`src/rtl/cmp_pkg.sv`:
```
// Shared definitions for the sequential magnitude comparator: FSM states,
// one-hot result encoding and the digit-counter width helper.
package cmp_pkg;

    typedef enum logic [1:0] {
        IDLE,
        RUN,
        DONE
    } state_t;

    // Result bits are packed as {agb, aeb, alb}.
    localparam logic [2:0] RES_GT = 3'b100;
    localparam logic [2:0] RES_EQ = 3'b010;
    localparam logic [2:0] RES_LT = 3'b001;

    function automatic int cw_of(input int ndig);
        return $clog2(ndig + 1);
    endfunction

endpackage

```
`src/rtl/seq_mag_comparator_if.sv`:
```
// Operand/result handshake bundle for seq_mag_comparator. The master side
// supplies operands and consumes results; the slave side is the comparator.
interface seq_mag_comparator_if
    import cmp_pkg::*;
#(
    parameter int WIDTH = 16,
    parameter int DIGIT = 4
);
    localparam int CW = cw_of(WIDTH / DIGIT);

    logic             in_valid;
    logic             in_ready;
    logic [WIDTH-1:0] a;
    logic [WIDTH-1:0] b;
    logic             is_signed;
    logic             out_valid;
    logic             out_ready;
    logic             agb;
    logic             aeb;
    logic             alb;
    logic [CW-1:0]    cycles;

    modport master (
        output in_valid, a, b, is_signed, out_ready,
        input  in_ready, out_valid, agb, aeb, alb, cycles
    );

    modport slave (
        input  in_valid, a, b, is_signed, out_ready,
        output in_ready, out_valid, agb, aeb, alb, cycles
    );

endinterface

```
`src/rtl/cmp_digit.sv`:
```
// Combinational compare of one DIGIT-bit slice of the two operands.
module cmp_digit #(
    parameter int DIGIT = 4
) (
    input  logic [DIGIT-1:0] x,
    input  logic [DIGIT-1:0] y,
    output logic             gt,
    output logic             lt
);

    assign gt = (x > y);
    assign lt = (x < y);

endmodule

```
`src/rtl/seq_mag_comparator.sv`:
```
// Multi-cycle MSB-first magnitude comparator, DIGIT bits per cycle, unsigned
// or two's-complement, with valid/ready handshakes and optional early exit.
module seq_mag_comparator
    import cmp_pkg::*;
#(
    parameter int WIDTH      = 16,
    parameter int DIGIT      = 4,
    parameter int EARLY_EXIT = 1
) (
    input logic                 clk,
    input logic                 rst_n,
    seq_mag_comparator_if.slave bus
);

    localparam int              NDIG     = WIDTH / DIGIT;
    localparam int              CW       = cw_of(NDIG);
    localparam logic [CW-1:0]   NDIG_CNT = CW'(NDIG);
    localparam logic [WIDTH-1:0] MSB_MASK = WIDTH'(1) << (WIDTH - 1);

    if ((WIDTH % DIGIT) != 0 || DIGIT > WIDTH) begin : g_bad_params
        $error("seq_mag_comparator: WIDTH must be a multiple of DIGIT and >= DIGIT");
    end

    state_t           state;
    state_t           state_next;
    logic [WIDTH-1:0] sa;
    logic [WIDTH-1:0] sb;
    logic [CW-1:0]    count;
    logic [CW-1:0]    count_inc;
    logic             sticky_gt;
    logic             sticky_lt;
    logic             sticky_gt_next;
    logic             sticky_lt_next;
    logic [2:0]       result;
    logic [2:0]       result_next;
    logic [CW-1:0]    cycles_q;
    logic [CW-1:0]    cycles_next;
    logic             dig_gt;
    logic             dig_lt;
    logic             load;
    logic             step;

    cmp_digit #(
        .DIGIT (DIGIT)
    ) u_digit (
        .x  (sa[WIDTH-1 -: DIGIT]),
        .y  (sb[WIDTH-1 -: DIGIT]),
        .gt (dig_gt),
        .lt (dig_lt)
    );

    assign count_inc = count + CW'(1);

    // The first differing digit wins; later digits cannot flip the verdict.
    assign sticky_gt_next = sticky_gt | (dig_gt & ~sticky_lt);
    assign sticky_lt_next = sticky_lt | (dig_lt & ~sticky_gt);

    always_ff @(posedge clk or negedge rst_n) begin
        if (!rst_n) begin
            state <= IDLE;
        end else begin
            state <= state_next;
        end
    end

    always_comb begin
        state_next  = state;
        load        = 1'b0;
        step        = 1'b0;
        result_next = result;
        cycles_next = cycles_q;
        case (state)
            IDLE: begin
                if (bus.in_valid) begin
                    load       = 1'b1;
                    state_next = RUN;
                end
            end
            RUN: begin
                step = 1'b1;
                if (EARLY_EXIT != 0 && (dig_gt || dig_lt)) begin
                    result_next = dig_gt ? RES_GT : RES_LT;
                    cycles_next = count_inc;
                    state_next  = DONE;
                end else if (count_inc == NDIG_CNT) begin
                    result_next = sticky_gt_next ? RES_GT :
                                  sticky_lt_next ? RES_LT : RES_EQ;
                    cycles_next = NDIG_CNT;
                    state_next  = DONE;
                end
            end
            DONE: begin
                if (bus.out_ready) begin
                    state_next = IDLE;
                end
            end
            default: begin
                state_next = IDLE;
            end
        endcase
    end

    // Signed operands become offset binary on capture so that a plain
    // unsigned digit compare orders them correctly.
    always_ff @(posedge clk or negedge rst_n) begin
        if (!rst_n) begin
            sa        <= '0;
            sb        <= '0;
            count     <= '0;
            sticky_gt <= 1'b0;
            sticky_lt <= 1'b0;
            result    <= '0;
            cycles_q  <= '0;
        end else begin
            if (load) begin
                sa        <= bus.a ^ ({WIDTH{bus.is_signed}} & MSB_MASK);
                sb        <= bus.b ^ ({WIDTH{bus.is_signed}} & MSB_MASK);
                count     <= '0;
                sticky_gt <= 1'b0;
                sticky_lt <= 1'b0;
            end else if (step) begin
                sa        <= sa << DIGIT;
                sb        <= sb << DIGIT;
                count     <= count_inc;
                sticky_gt <= sticky_gt_next;
                sticky_lt <= sticky_lt_next;
            end
            result   <= result_next;
            cycles_q <= cycles_next;
        end
    end

    assign bus.in_ready  = (state == IDLE);
    assign bus.out_valid = (state == DONE);
    assign bus.agb       = result[2];
    assign bus.aeb       = result[1];
    assign bus.alb       = result[0];
    assign bus.cycles    = cycles_q;

endmodule

```
`src/flat_wrapper.sv`:
```
// flat-port wrapper written by rule: the top's interface ports become plain ports
module seq_mag_comparator_flat import cmp_pkg::*;
#(
    parameter int WIDTH      = 16,
    parameter int DIGIT      = 4,
    parameter int EARLY_EXIT = 1
)
  (clk, rst_n, bus_in_valid, bus_a, bus_b, bus_is_signed, bus_out_ready, bus_in_ready, bus_out_valid, bus_agb, bus_aeb, bus_alb, bus_cycles);
  seq_mag_comparator_if #(.WIDTH(WIDTH), .DIGIT(DIGIT)) bus_i ();
  input logic clk;
  input logic rst_n;
  input wire logic [$bits(bus_i.in_valid)-1:0] bus_in_valid;
  input wire logic [$bits(bus_i.a)-1:0] bus_a;
  input wire logic [$bits(bus_i.b)-1:0] bus_b;
  input wire logic [$bits(bus_i.is_signed)-1:0] bus_is_signed;
  input wire logic [$bits(bus_i.out_ready)-1:0] bus_out_ready;
  output wire logic [$bits(bus_i.in_ready)-1:0] bus_in_ready;
  output wire logic [$bits(bus_i.out_valid)-1:0] bus_out_valid;
  output wire logic [$bits(bus_i.agb)-1:0] bus_agb;
  output wire logic [$bits(bus_i.aeb)-1:0] bus_aeb;
  output wire logic [$bits(bus_i.alb)-1:0] bus_alb;
  output wire logic [$bits(bus_i.cycles)-1:0] bus_cycles;
  assign bus_i.in_valid = bus_in_valid;
  assign bus_i.a = bus_a;
  assign bus_i.b = bus_b;
  assign bus_i.is_signed = bus_is_signed;
  assign bus_i.out_ready = bus_out_ready;
  assign bus_in_ready = bus_i.in_ready;
  assign bus_out_valid = bus_i.out_valid;
  assign bus_agb = bus_i.agb;
  assign bus_aeb = bus_i.aeb;
  assign bus_alb = bus_i.alb;
  assign bus_cycles = bus_i.cycles;
  seq_mag_comparator #(.WIDTH(WIDTH), .DIGIT(DIGIT), .EARLY_EXIT(EARLY_EXIT)) u_core (.clk(clk), .rst_n(rst_n), .bus(bus_i));
endmodule
```
`config.mk`:
```
export PLATFORM = sky130hd
export DESIGN_NAME = seq_mag_comparator_flat
export DESIGN_NICKNAME = d
export VERILOG_FILES = /design/src/rtl/cmp_pkg.sv /design/src/rtl/seq_mag_comparator_if.sv /design/src/rtl/cmp_digit.sv /design/src/rtl/seq_mag_comparator.sv /design/src/flat_wrapper.sv
export SDC_FILE = /design/constraint.sdc
export NUM_CORES = 1
export LEC_CHECK = 0
export CORE_MARGIN = 8
export CORE_UTILIZATION = 35
export DETAILED_ROUTE_END_ITERATION = 10
export GPL_ROUTABILITY_DRIVEN = 0
export SYNTH_ARGS = -nofsm -noshare
export SYNTH_HDL_FRONTEND = slang
export SYNTH_HIERARCHICAL = 1
export SYNTH_SLANG_ARGS = --single-unit
```
`constraint.sdc`:
```
create_clock -name clk -period 3.8 [get_ports clk]
set_clock_uncertainty 0.05 [all_clocks]
set_input_delay 0.38 -clock clk [delete_from_list [all_inputs] [get_ports clk]]
set_output_delay 0.38 -clock clk [all_outputs]
set_load 0.01 [all_outputs]
```
### Word-level counts from Yosys, hierarchy flattened

Index checks and enable logic that the tools add are counted.

| cells by class | value |
|---|---|
| bitwise gates (word level) | 8 |
| reductions and logical operators | 6 |
| eq/ne operators | 6 |
| order comparisons | 2 |
| muxes and demuxes | 25 |
| add/subtract/negate cells | 1 |

Operator list:

| operator | number |
|---|---|
| 16-bit 2-to-1 mux | 4 |
| 16-bit bitwise XOR | 2 |
| 3-bit 2-to-1 mux | 8 |
| 2-bit 2-to-1 mux | 5 |
| 1-bit 2-to-1 mux | 7 |
| 2-bit case mux with 3 select lines | 1 |
| 4-bit greater-than comparator | 1 |
| 4-bit < comparator | 1 |
| 2-bit != test (second input constant) | 2 |
| 2-bit nonzero test | 2 |
| 3-bit by 1-bit adder with 3-bit output (second input constant) | 1 |
| 3-bit equality test (second input constant) | 1 |
| 3-bit by 1-bit != test with 1-bit output (second input constant) | 1 |
| 3-bit AND reduction | 1 |
| 1-bit bitwise AND | 2 |
| 2-bit by 1-bit equality test with 1-bit output (second input constant) | 1 |
| 2-bit equality test (second input constant) | 1 |
| 2-bit zero test | 1 |
| 1-bit NOT | 2 |
| 1-bit bitwise OR | 2 |
| 2-bit AND reduction | 1 |
| 1-bit logical OR | 1 |

| word-level totals | value |
|---|---|
| logic and storage cells | 56 |
| register bits | 45 |

### Depth between registers and ports, before layout

Gate-level depths: netlist of the first run.

| logic depth | value |
|---|---|
| depth in word-level cells | 7 |
| mapped depth | 8 |
| gate-level depth less buffers | 8 |

### Hierarchy

The synthesis of the first run kept the hierarchy.

By module, submodules not included:

| module | area an instance (um^2) | sequential area each (um^2) | cells each | times used |
|---|---|---|---|---|
| seq_mag_comparator | 1969.4 | 1126.1 | 201 | 1 |
| cmp_digit | 113.9 | 0.0 | 15 | 1 |

### Worst setup path before layout of the first run

No wires, ideal clock.

| timing | value |
|---|---|
| path kind | register to register |
| start | register u_core.sa[15] |
| end | register u_core.cycles_q[1] (netlist: u_core/bus.cycles[1]) |
| setup time | 0.121 ns |
| data arrival time | 1.655 ns |
| period minus slack after synthesis | 1.826 ns |
| stages on the path, launching flop included | 8 |
| slack | 1.974 ns |
| data required time | 3.629 ns |
| path through | dfrtp_1 > ha_1 > nand2_1 > o21bai_1 > a2bb2oi_1 > or3_1 > nand2_1 > a22o_1 |

| on the way | value |
|---|---|
| longest elaborated chain between the ends | 4 |
| elaborated cells on any way between the ends | 6 |
| those cells by class | order compare (2); mux (1); reduce/logical (3) |

Ends and longest elaborated chain:

| item | line | source |
|---|---|---|
| start: declaration | seq_mag_comparator.sv:26 | `logic [WIDTH-1:0] sa;` |
| start signal: assignment | seq_mag_comparator.sv:116 | `sa <= bus.a ^ ({WIDTH{bus.is_signed}} & MSB_MASK);` |
| start signal: assignment | seq_mag_comparator.sv:122 | `sa <= sa << DIGIT;` |
| 4-bit greater-than comparator * | cmp_digit.sv:11 | `assign gt = (x > y);` |
| via u_core.dig_gt | seq_mag_comparator.sv:38 | `logic dig_gt;` |
| 1-bit logical OR * | seq_mag_comparator.sv:81 | `if (EARLY_EXIT != 0 && (dig_gt \|\| dig_lt)) begin` |
| 2-bit nonzero test (no source line) | - |  |
| 2-bit AND reduction (no source line) | - |  |
| end signal: assignment | seq_mag_comparator.sv:129 | `cycles_q <= cycles_next;` |
| end: declaration | seq_mag_comparator.sv:36 | `logic [CW-1:0] cycles_q;` |

Mark *: on every way through the listed nets, which the timed path passes. The rest lies on a longest branch.
A chain may end at the register's enable or synchronous reset.

### Worst setup path after layout of the first run

| timing | value |
|---|---|
| start | register u_core.sb[15] |
| end | register u_core.cycles_q[1] (netlist: u_core/bus.cycles[1]) |

| on the way | value |
|---|---|
| longest elaborated chain between the ends | 4 |
| elaborated cells on any way between the ends | 6 |
| those cells by class | order compare (2); mux (1); reduce/logical (3) |

Ends and longest elaborated chain:

| item | line | source |
|---|---|---|
| start: declaration | seq_mag_comparator.sv:27 | `logic [WIDTH-1:0] sb;` |
| start signal: assignment | seq_mag_comparator.sv:117 | `sb <= bus.b ^ ({WIDTH{bus.is_signed}} & MSB_MASK);` |
| start signal: assignment | seq_mag_comparator.sv:123 | `sb <= sb << DIGIT;` |
| 4-bit greater-than comparator * | cmp_digit.sv:11 |  |
| via u_core.dig_gt | seq_mag_comparator.sv:38 |  |
| 1-bit logical OR * | seq_mag_comparator.sv:81 |  |
| 2-bit nonzero test (no source line) | - |  |
| 2-bit AND reduction (no source line) | - |  |

Marks and branches as above.

==> results of run 1 <==
sequential cells by signal, summed over array words and instances (netlist names):
signal,flops
u_core/sb,16
u_core/state,2
u_core/sticky_lt,1
u_core/sticky_gt,1
u_core/count,3
u_core/bus.cycles,3
u_core/result,3
u_core/sa,16
synth_stat cells, types with 3 or more instances:
| cell type | instances | area [um^2] |
|---|---|---|
| buf_2 | 6 | 30.0 |
| o21ai_0 | 8 | 40.0 |
| o21bai_1 | 3 | 22.5 |
| mux2i_1 | 5 | 50.1 |
| nand2_1 | 69 | 259 |
| o21ai_1 | 7 | 35.0 |
| nor2_1 | 5 | 18.8 |
| ha_1 | 6 | 75.1 |
| a22oi_1 | 20 | 150 |
| dfrtp_1 | 45 | 1130 |
| a21oi_1 | 5 | 25.0 |
| clkbuf_1 | 3 | 11.3 |
| inv_1 | 7 | 26.3 |
| buf_4 | 3 | 22.5 |
layout make-up:
| type | instances | share of cell area (%) |
|---|---|---|
| sequential | 45 | 42.3 |
| multi-input combinational | 152 | 32.8 |
| timing repair buffer | 47 | 17.2 |
| tap | 75 | 3.53 |
| clock buffer | 7 | 2.87 |
| inverter | 7 | 0.987 |
| clock inverter | 1 | 0.282 |
cell usage in the layout (no fill, tap or decap), types with 3 or more instances in the layout:
master / n
o21ai_0: 8
dfrtp_1: 45
clkbuf_8: 5
nor2_1: 5
o21bai_1: 3
a22oi_1: 20
clkdlybuf4s50_1: 43
nand2_1: 69
o21ai_1: 7
ha_1: 6
inv_1: 7
buf_4: 3
mux2i_1: 5
a21oi_1: 5
power by group through the flow:
| stage | sequential, mW | clock, mW | combinational, mW |
|---|---|---|---|
| floorplan | 0.824 | 0 | 0.671 |
| global placement | 0.838 | 0 | 0.934 |
| detailed placement | 0.846 | 0 | 0.944 |
| CTS | 0.837 | 0.302 | 0.946 |
| global route | 0.865 | 0.320 | 1.07 |
| finish | 0.835 | 0.287 | 0.932 |
kinds of logic (layout without fill, tap and decap cells):
family / after synthesis / in the layout
mux: 5 / 5
fa+ha+maj: 6 / 6
flops: 45 / 45
simple gates: 87 / 87
buf+inv: 19 / 62
compound gates: 52 / 52
xor+xnor: 2 / 2
per-layer routing:
metal,up-vias,global-route usage [%]
met4,0,3.62
met1,774,14.9
li1,824,-
met5,-,0
met3,7,3.85
met2,50,17.8
path summary, 6_finish.rpt:
path | from | endpoint | slack, ps | depth (start not counted)
min | rst_n | u_core/state[0]$_DFFE_PN0P_ | 200 | 1
min reg2reg | u_core/sb[13]$_DFFE_PN0P_ | u_core/sb[13]$_DFFE_PN0P_ | 430 | 2
max in group asynchronous | rst_n | u_core/sticky_gt$_DFFE_PN0P_ | 2880 | 1
min in group clk | u_core/sb[13]$_DFFE_PN0P_ | u_core/sb[13]$_DFFE_PN0P_ | 430 | 2
max | u_core/sb[15]$_DFFE_PN0P_ | u_core/bus.cycles[1]$_DFFE_PN0P_ | 1720 | 8
max reg2reg | u_core/sb[15]$_DFFE_PN0P_ | u_core/bus.cycles[1]$_DFFE_PN0P_ | 1720 | 8
worst register-to-register path: stages (launching register included):
cell and delay, ps:
dfrtp_1 350, inv_1 50, ha_1 280, nand2_1 70, o21bai_1 160, a2bb2oi_1 410, or3_1 240, nand2_1 100
a22o_1 270
through the flow:
step / setup WS [ps] / area (um^2)
after global routing: 1570 / 2660
after global placement: 1780 / 2580
after floorplan: 1970 / 2080
final: 1720 / 2660
after CTS: 1720 / 2660
after detailed placement: 1730 / 2580
==> results.toml, run 1 <==
[critical_path]
critPathMaxFanout = 6
worst-endpoint-arrival_ps = 2210
criticalPathCategory = "flop to flop"
max_stage_delay_ps = 410
crit_chain = "inv_1, ha_1, nand2_1, o21bai_1, a2bb2oi_1, or3_1, nand2_1, a22o_1"
crit_top_cell = "nand2_1"
cp_top_family = "compound AO/OA/AOI/OAI gates"
critPathSlowestCell = "a2bb2oi_1"
worstSetupEndpointType = "flop"
startpoint_type = "flop"
path_buf_inv = 1
critPathRequiredTime_ps = 3940

[drt]
drt_iter0_drc = 106
wire_per_inst_um = 13.9
wl_met2_um = 2100
drt-total-wl_um = 4640
highest_layer = "met4"
remaining_drc_errors = 0
vias_per_cell = 4.96
drt.antenna.violating_nets = 0
firstDrtPassIters = 5
vias = 1655
met3_length_um = 336
m1WireLength_um = 2160

[cells_and_area]
fillCellCount = 587
nets = 301
syn2layout_area_growth_pct = 27.7
multi_input_area_um2 = 873
final_cells = 334
final_core_util_pct = 45.5
drive_gt1_share_pct = 5.41
seqCellArea_um2 = 1130
n_antenna_cell = 0

[timing]
rsz0062_at_grt = "false"
tns_ps = 0
final_max_slew_viol_count = 0
max_slew_margin_pct = 33.3
finalSetupViolations = 0
finalCriticalPeriod_ps = 2080
finalHoldViolations = 0
period_share_pct = 54.6
tightest_slew_ps = 1000
hold_slack_ps = 199
max_freq_ghz = 0.482

[logic_synthesis]
synth.mux.area_fraction_pct = 2.40
synth_cells = 216
syn-cell-area_um2 = 2080
synth_top_family_by_area = "simple AND/OR/NAND/NOR gates"
yosysWarnings = 6
synth_compound_area_share_pct = 16.8
synth-adder-area-share_pct = 3.60
synthXorXnorAreaFrac_pct = 0.841
ys_seq_elements = 45
synth_nets = 259
yosys.area_share.simple_pct = 18.0
synth_enable_flop_cells = 0
syn_area_per_cell_um2 = 9.64
ys_async_sr_fraction_pct = 100
ys_types = 34
synth_flop_cell = "dfrtp_1"
yosysSeqAreaShare_pct = 54.1

[job]
cap_viol_max_count = 0

[global_routing]
antenna_found_initial = 0
grt_max_degree = 50
grt_pass1_vias = 1699
grt_usage_pct = 11.5
grt.overflow.total = 0
grt_pass1_wl_um = 8060

[power_and_ir_drop]
switchingPower_mw = 0.805
seqPwrFrac_pct = 40.6
p_int_mw = 1.25
pwr_density_cell_nw_per_um2 = 772
clockPowerShare_pct = 14.0
ir_drop_v = 0.000368
sw_frac_of_total_pct = 39.2
power_leakage_nw = 1.24
comb_power_share_pct = 45.4
power.total_mw = 2.06

[place]
dp_cells = 326
io_buffers = 44
hpwl_um = 3170

[clocking]
cts_setup_buffers = 0
cts_resized = 0
cts_hold_buf = 0
root_buffer = "clkbuf_8"
clkSlewWorstSetupHoldPaths_ps = 80
h-tree-depth = 2
clk_latency_ps = 290
cts.sinks = 45
cts_tree = "built"
cts_buffer_depth = 2
cts_made_buffers = 5

[floorplan]
start_util_pct = 35.6
core-area_um2 = 5850
die_h_um = 93.2
die-width_um = 93.2
floorplan.rows = 28
ios = 45
die_area_um2 = 8680

[hold_path]
hold_class = "primary input to asynchronous set/reset pin"

[outcome]
status = "complete, no violations"
Power figures use the tool's default switching activity.
==> inputs of run 2 (changes only) <==
clock period = 2.1 ns   (was 3.8 ns; I/O delays follow)
==> run 2 against run 1 <==
Net effect:
- via count fell by 0.42%
- clock-buffer cell count fell by 2
- core utilization rose by 0.71 points
- sequential power increased by 81%
- fmax is 5.7% higher
- clock power grew 68%
- register-to-register slack got worse by 1600 ps
- highest routed layer unchanged
==> results.toml, run 2 (synthesis gave the netlist of run 1 again) <==
[critical_path]
worstSetupPathDepth = 8
critPathRequiredTime_ps = 2230
r2r_cells = 8
crit_chain = "inv_1, ha_1, nand2_1, o21bai_1, and2_1, or3_1, a21oi_1, a21oi_1"
critPathSlowestCell = "or3_1"
startpoint_type = "flop"
crit_top_cell = "a21oi_1"
criticalPathCategory = "flop to flop"
path_buf_inv = 1
max_stage_delay_ps = 430
worstSetupEndpointType = "flop"
worst-endpoint-arrival_ps = 2090
critPathMaxFanout = 6
cp_top_family = "simple AND/OR/NAND/NOR gates"

[timing]
tightest_slew_ps = 562
rsz0062_at_grt = "false"
hold_slack_ps = 417
final_max_slew_viol_count = 0
period_share_pct = 93.5
max_freq_ghz = 0.509
tns_ps = 0
finalSetupViolations = 0
finalCriticalPeriod_ps = 1960
finalHoldViolations = 0
setup_slack_ps = 136
max_slew_margin_pct = 62.5

[drt]
wire_per_inst_um = 13.8
firstDrtPassIters = 4
drt_iter0_drc = 107
vias_per_cell = 4.90
vias = 1648
drt.antenna.violating_nets = 0
drt-total-wl_um = 4650
remaining_drc_errors = 0

[cells_and_area]
largest_registers = "u_core/sa: 16 flops, u_core/sb: 16 flops"
final_cells = 336
syn2layout_area_growth_pct = 29.7
fillCellCount = 588
layout_commonest_cell = "nand2_1"
nets = 305
n_antenna_cell = 0
drive_gt1_share_pct = 6.90
layout_common_cells = "nand2_1 (69), dfrtp_1 (45), clkdlybuf4s50_1 (43), a22oi_1 (20), o21ai_0 (8)"

[global_routing]
antenna_found_initial = 0
grt_max_degree = 50
grt.overflow.total = 0
grt_pass1_vias = 1671
grt_pass1_wl_um = 7910
grt_usage_pct = 11.3

[floorplan]
die_h_um = 93.2
die_area_um2 = 8680
core-area_um2 = 5850
ios = 45
floorplan.rows = 28
die-width_um = 93.2
start_util_pct = 35.6

[power_and_ir_drop]
clockPowerShare_pct = 12.8
seqPwrFrac_pct = 40.1
pwr_density_cell_nw_per_um2 = 1390
power.total_mw = 3.75
p_int_mw = 2.30
switchingPower_mw = 1.45
ir_drop_v = 0.000496
power_leakage_nw = 1.27
comb_power_share_pct = 47.1
sw_frac_of_total_pct = 38.6

[clocking]
cts_tree = "built"
cts_buffer_depth = 2
h-tree-depth = 2
root_buffer = "clkbuf_8"
cts.sinks = 45
cts_made_buffers = 5
clkSlewWorstSetupHoldPaths_ps = 80
clk_latency_ps = 280

[place]
dp_worst_setup_slack_ps = 81.0
io_buffers = 44
hpwl_um = 3250
dp_cells = 329

[job]
cap_viol_max_count = 0

[hold_path]
hold_class = "primary input to flop"
hold_depth = 3

[outcome]
status = "complete, no violations"
==> run 2: repair_timing <==
| action | 4_1_cts | 5_1_grt |
|---|---|---|
| gates resized for setup | 0 | 1 |
| hold buffers | 1 | 0 |
| endpoints found under the hold margin | 45 | 0 |
| setup endpoints to repair | 0 | 3 |
| setup buffers | 0 | 0 |
==> run 2: power by group through the flow <==
stage	registers (mW)	clock network, mW	logic [mW]
final	1.51	0.481	1.76
after global routing	1.56	0.548	2.00
after CTS	1.51	0.506	1.77
after detailed placement	1.53	0	1.76
after global placement	1.51	0	1.73
after floorplan	1.49	0	1.21
==> run 2: stage by stage <==
stage / cell area (um^2) / util, %
6_report: 2700 / 46.2
5_1_grt: 2700 / 46.2
4_1_cts: 2700 / 46.1
3_5_place_dp: 2610 / 44.7
3_3_place_gp: 2610 / 44.7
2_1_floorplan: 2080 / -
==> run 2: cell type report <==
cell class / instances / area (um^2) / share of cell area (%)
clock buffer: 5 / 68.8 / 2.55
clock inverter: 1 / 5.00 / 0.185
inverter: 7 / 26.3 / 0.972
multi-input combinational: 152 / 880 / 32.5
sequential: 45 / 1130 / 41.7
tap: 75 / 93.8 / 3.47
timing repair buffer: 51 / 503 / 18.6
==> run 2: worst reg2reg max path, stage by stage (launching register included) <==
cell	delay (ps)
dfrtp_1	340
inv_1	50
ha_1	290
nand2_1	80
o21bai_1	180
and2_1	210
or3_1	440
a21oi_1	160
a21oi_1	50
==> run 2: metal layers <==
layer,up-vias,global-route usage [%],share of wire [%]
li1,824,-,-
met3,5,3.69,6.2
met5,-,0,0
met2,40,17.6,46
met4,0,3.22,0.77
met1,779,14.7,47
==> run 2: worst paths after layout <==
check	from	slack, ps	end
worst max-delay path	u_core/sb[15]$_DFFE_PN0P_	140	u_core/bus.cycles[2]$_DFFE_PN0P_
worst min-delay path	bus_a[3]	420	u_core/sa[3]$_DFFE_PN0P_
worst max register to register	u_core/sb[15]$_DFFE_PN0P_	140	u_core/bus.cycles[2]$_DFFE_PN0P_
worst min register to register	u_core/sb[5]$_DFFE_PN0P_	430	u_core/sb[5]$_DFFE_PN0P_
max in group asynchronous	rst_n	1140	u_core/sa[8]$_DFFE_PN0P_
min in group asynchronous	rst_n	480	u_core/state[1]$_DFFE_PN0P_
==> inputs of run 3 (changes only) <==
CORE_ASPECT_RATIO = 0.6   (was default)
==> run 3 against run 2 <==
Net effect:
- critical path depth is the same
- routed wire length is 8.9% higher
- final cell count increased by 2.1%
- core utilization rose by 1.9 points
- design area rose by 0.46%
- register-to-register slack about the same
- sequential share of layout area shrank 0.19 points
- worst setup slack worse by 0.61 ps
- non-clock buffer count unchanged
- sequential power about the same
- global-route usage is 1.3 points higher
- hold slack worse by 2.6 ps
==> results.toml, run 3 (synthesis gave the netlist of run 1 again) <==
[outcome]
status = "complete, no violations"

[cells_and_area]
n_antenna_cell = 0
final_core_util_pct = 48.1
syn2layout_area_growth_pct = 30.3
layout_commonest_cell = "nand2_1"
nets = 305
postLayoutCellArea_um2 = 2720
drive_gt1_share_pct = 6.46
largest_registers = "u_core/sa: 16 flops, u_core/sb: 16 flops"
final_cells = 343
layout_common_cells = "nand2_1 (69), dfrtp_1 (45), clkdlybuf4s50_1 (43), a22oi_1 (20), o21ai_0 (8)"

[global_routing]
grt_pass1_wl_um = 8590
grt_usage_pct = 12.7
grt.overflow.total = 0
antenna_found_initial = 0
grt_pass1_vias = 1655
grt_max_degree = 50

[clocking]
root_buffer = "clkbuf_8"
cts.sinks = 45
cts_made_buffers = 5
clk_latency_ps = 290
h-tree-depth = 2
cts_buffer_depth = 2
clkSlewWorstSetupHoldPaths_ps = 80
cts_tree = "built"

[critical_path]
worst-endpoint-arrival_ps = 2100
critPathMaxFanout = 6
criticalPathCategory = "flop to flop"
max_stage_delay_ps = 350
ff2ff_setup_slack_ps = 140
critPathRequiredTime_ps = 2230
reg2reg_to = "u_core/bus.cycles[1]$_DFFE_PN0P_"
critPathSlowestCell = "dfrtp_1"
r2r_cells = 8
startpoint_type = "flop"
crit_chain = "inv_1, ha_1, nor2b_4, o21bai_1, and2_1, or3_1, nand2_1, a22o_1"
worstSetupEndpointType = "flop"
reg2reg_from = "u_core/sb[13]$_DFFE_PN0P_"

[timing]
rsz0062_at_grt = "false"
finalHoldViolations = 0
setup_slack_ps = 136
hold_slack_ps = 414
tightest_slew_ps = 747
max_slew_margin_pct = 50.2
final_max_slew_viol_count = 0
finalCriticalPeriod_ps = 1960
finalSetupViolations = 0
max_freq_ghz = 0.509
tns_ps = 0
period_share_pct = 93.5

[drt]
remaining_drc_errors = 0
firstDrtPassIters = 4
drt_iter0_drc = 93
vias = 1617
drt-total-wl_um = 5060
vias_per_cell = 4.71
drt.antenna.violating_nets = 0
wire_per_inst_um = 14.8

[power_and_ir_drop]
power_leakage_nw = 1.27
power.total_mw = 3.81
ir_drop_v = 0.000365
pwr_density_cell_nw_per_um2 = 1400

[floorplan]
die_h_um = 75.8
ios = 45
floorplan.rows = 21
die_area_um2 = 8760
start_util_pct = 36.9
die-width_um = 116
core-area_um2 = 5650

[place]
post_dp_cell_area_um2 = 2620
hpwl_um = 3460
dp_worst_setup_slack_ps = 20.2
io_buffers = 44
dp_cells = 334

[hold_path]
hp-start = "bus_a[2]"
hold_path_end = "u_core/sa[2]$_DFFE_PN0P_"
hold_class = "primary input to flop"
hold_depth = 3

[job]
cap_viol_max_count = 0
[run 3: changes by cell type in the layout (fill, tap and decap cells not counted), sizes merged]
cell,previous run,this run
clkinv,1,0
clkbuf,5,8
[run 3: cell type report]
type / instances / area (um^2)
Fill cell: 564 / 2930
Sequential cell: 45 / 1130
Timing Repair Buffer: 51 / 503
Clock buffer: 8 / 80.1
Tap cell: 80 / 100
Inverter: 7 / 26.3
Multi-Input combinational cell: 152 / 880
[run 3: per-layer routing]
layer	GRT usage, %	up-vias	share of wire, %
met4	1.73	0	0.18
met5	0	-	0
met1	18.3	741	52
met2	16.7	45	38
met3	5.85	2	9.5
li1	-	829	-
[run 3: how the worst max path moves through the flow]
stage	from	endpoint	slack, ps
after global placement	u_core/sb[15]$_DFFE_PN0P_	u_core/bus.cycles[1]$_DFFE_PN0P_	140
final	u_core/sb[13]$_DFFE_PN0P_	u_core/bus.cycles[1]$_DFFE_PN0P_	140
after global routing	u_core/sb[15]$_DFFE_PN0P_	u_core/bus.cycles[1]$_DFFE_PN0P_	20
after detailed placement	u_core/sb[15]$_DFFE_PN0P_	u_core/bus.cycles[1]$_DFFE_PN0P_	20
after CTS	u_core/sb[15]$_DFFE_PN0P_	u_core/bus.cycles[1]$_DFFE_PN0P_	6
after floorplan	u_core/sa[15]$_DFFE_PN0P_	u_core/bus.cycles[1]$_DFFE_PN0P_	270
[run 3: worst max-delay path: cells and delay by family (launching register included)]
family / cells / cell delay [ps]
DFF: 1 / 350
buffers and inverters: 1 / 50
AOI/OAI and AO/OA: 2 / 420
adders and majority gates: 1 / 300
and+or+nand+nor: 4 / 690
[run 3: power by group]
part | internal, mW | total, mW | leakage, nW | switching (mW)
clock network | 0.237 | 0.508 | 0.0395 | 0.271
logic | 0.802 | 1.78 | 0.660 | 0.978
registers | 1.27 | 1.52 | 0.565 | 0.246
total | 2.31 | 3.81 | 1.27 | 1.49
[run 3: timing repair]
action,in CTS,in global routing
endpoints found under the setup margin,0,3
buffers inserted,0,0
hold buffers,1,0
gates resized for setup,0,1
endpoints found under the hold margin,29,0
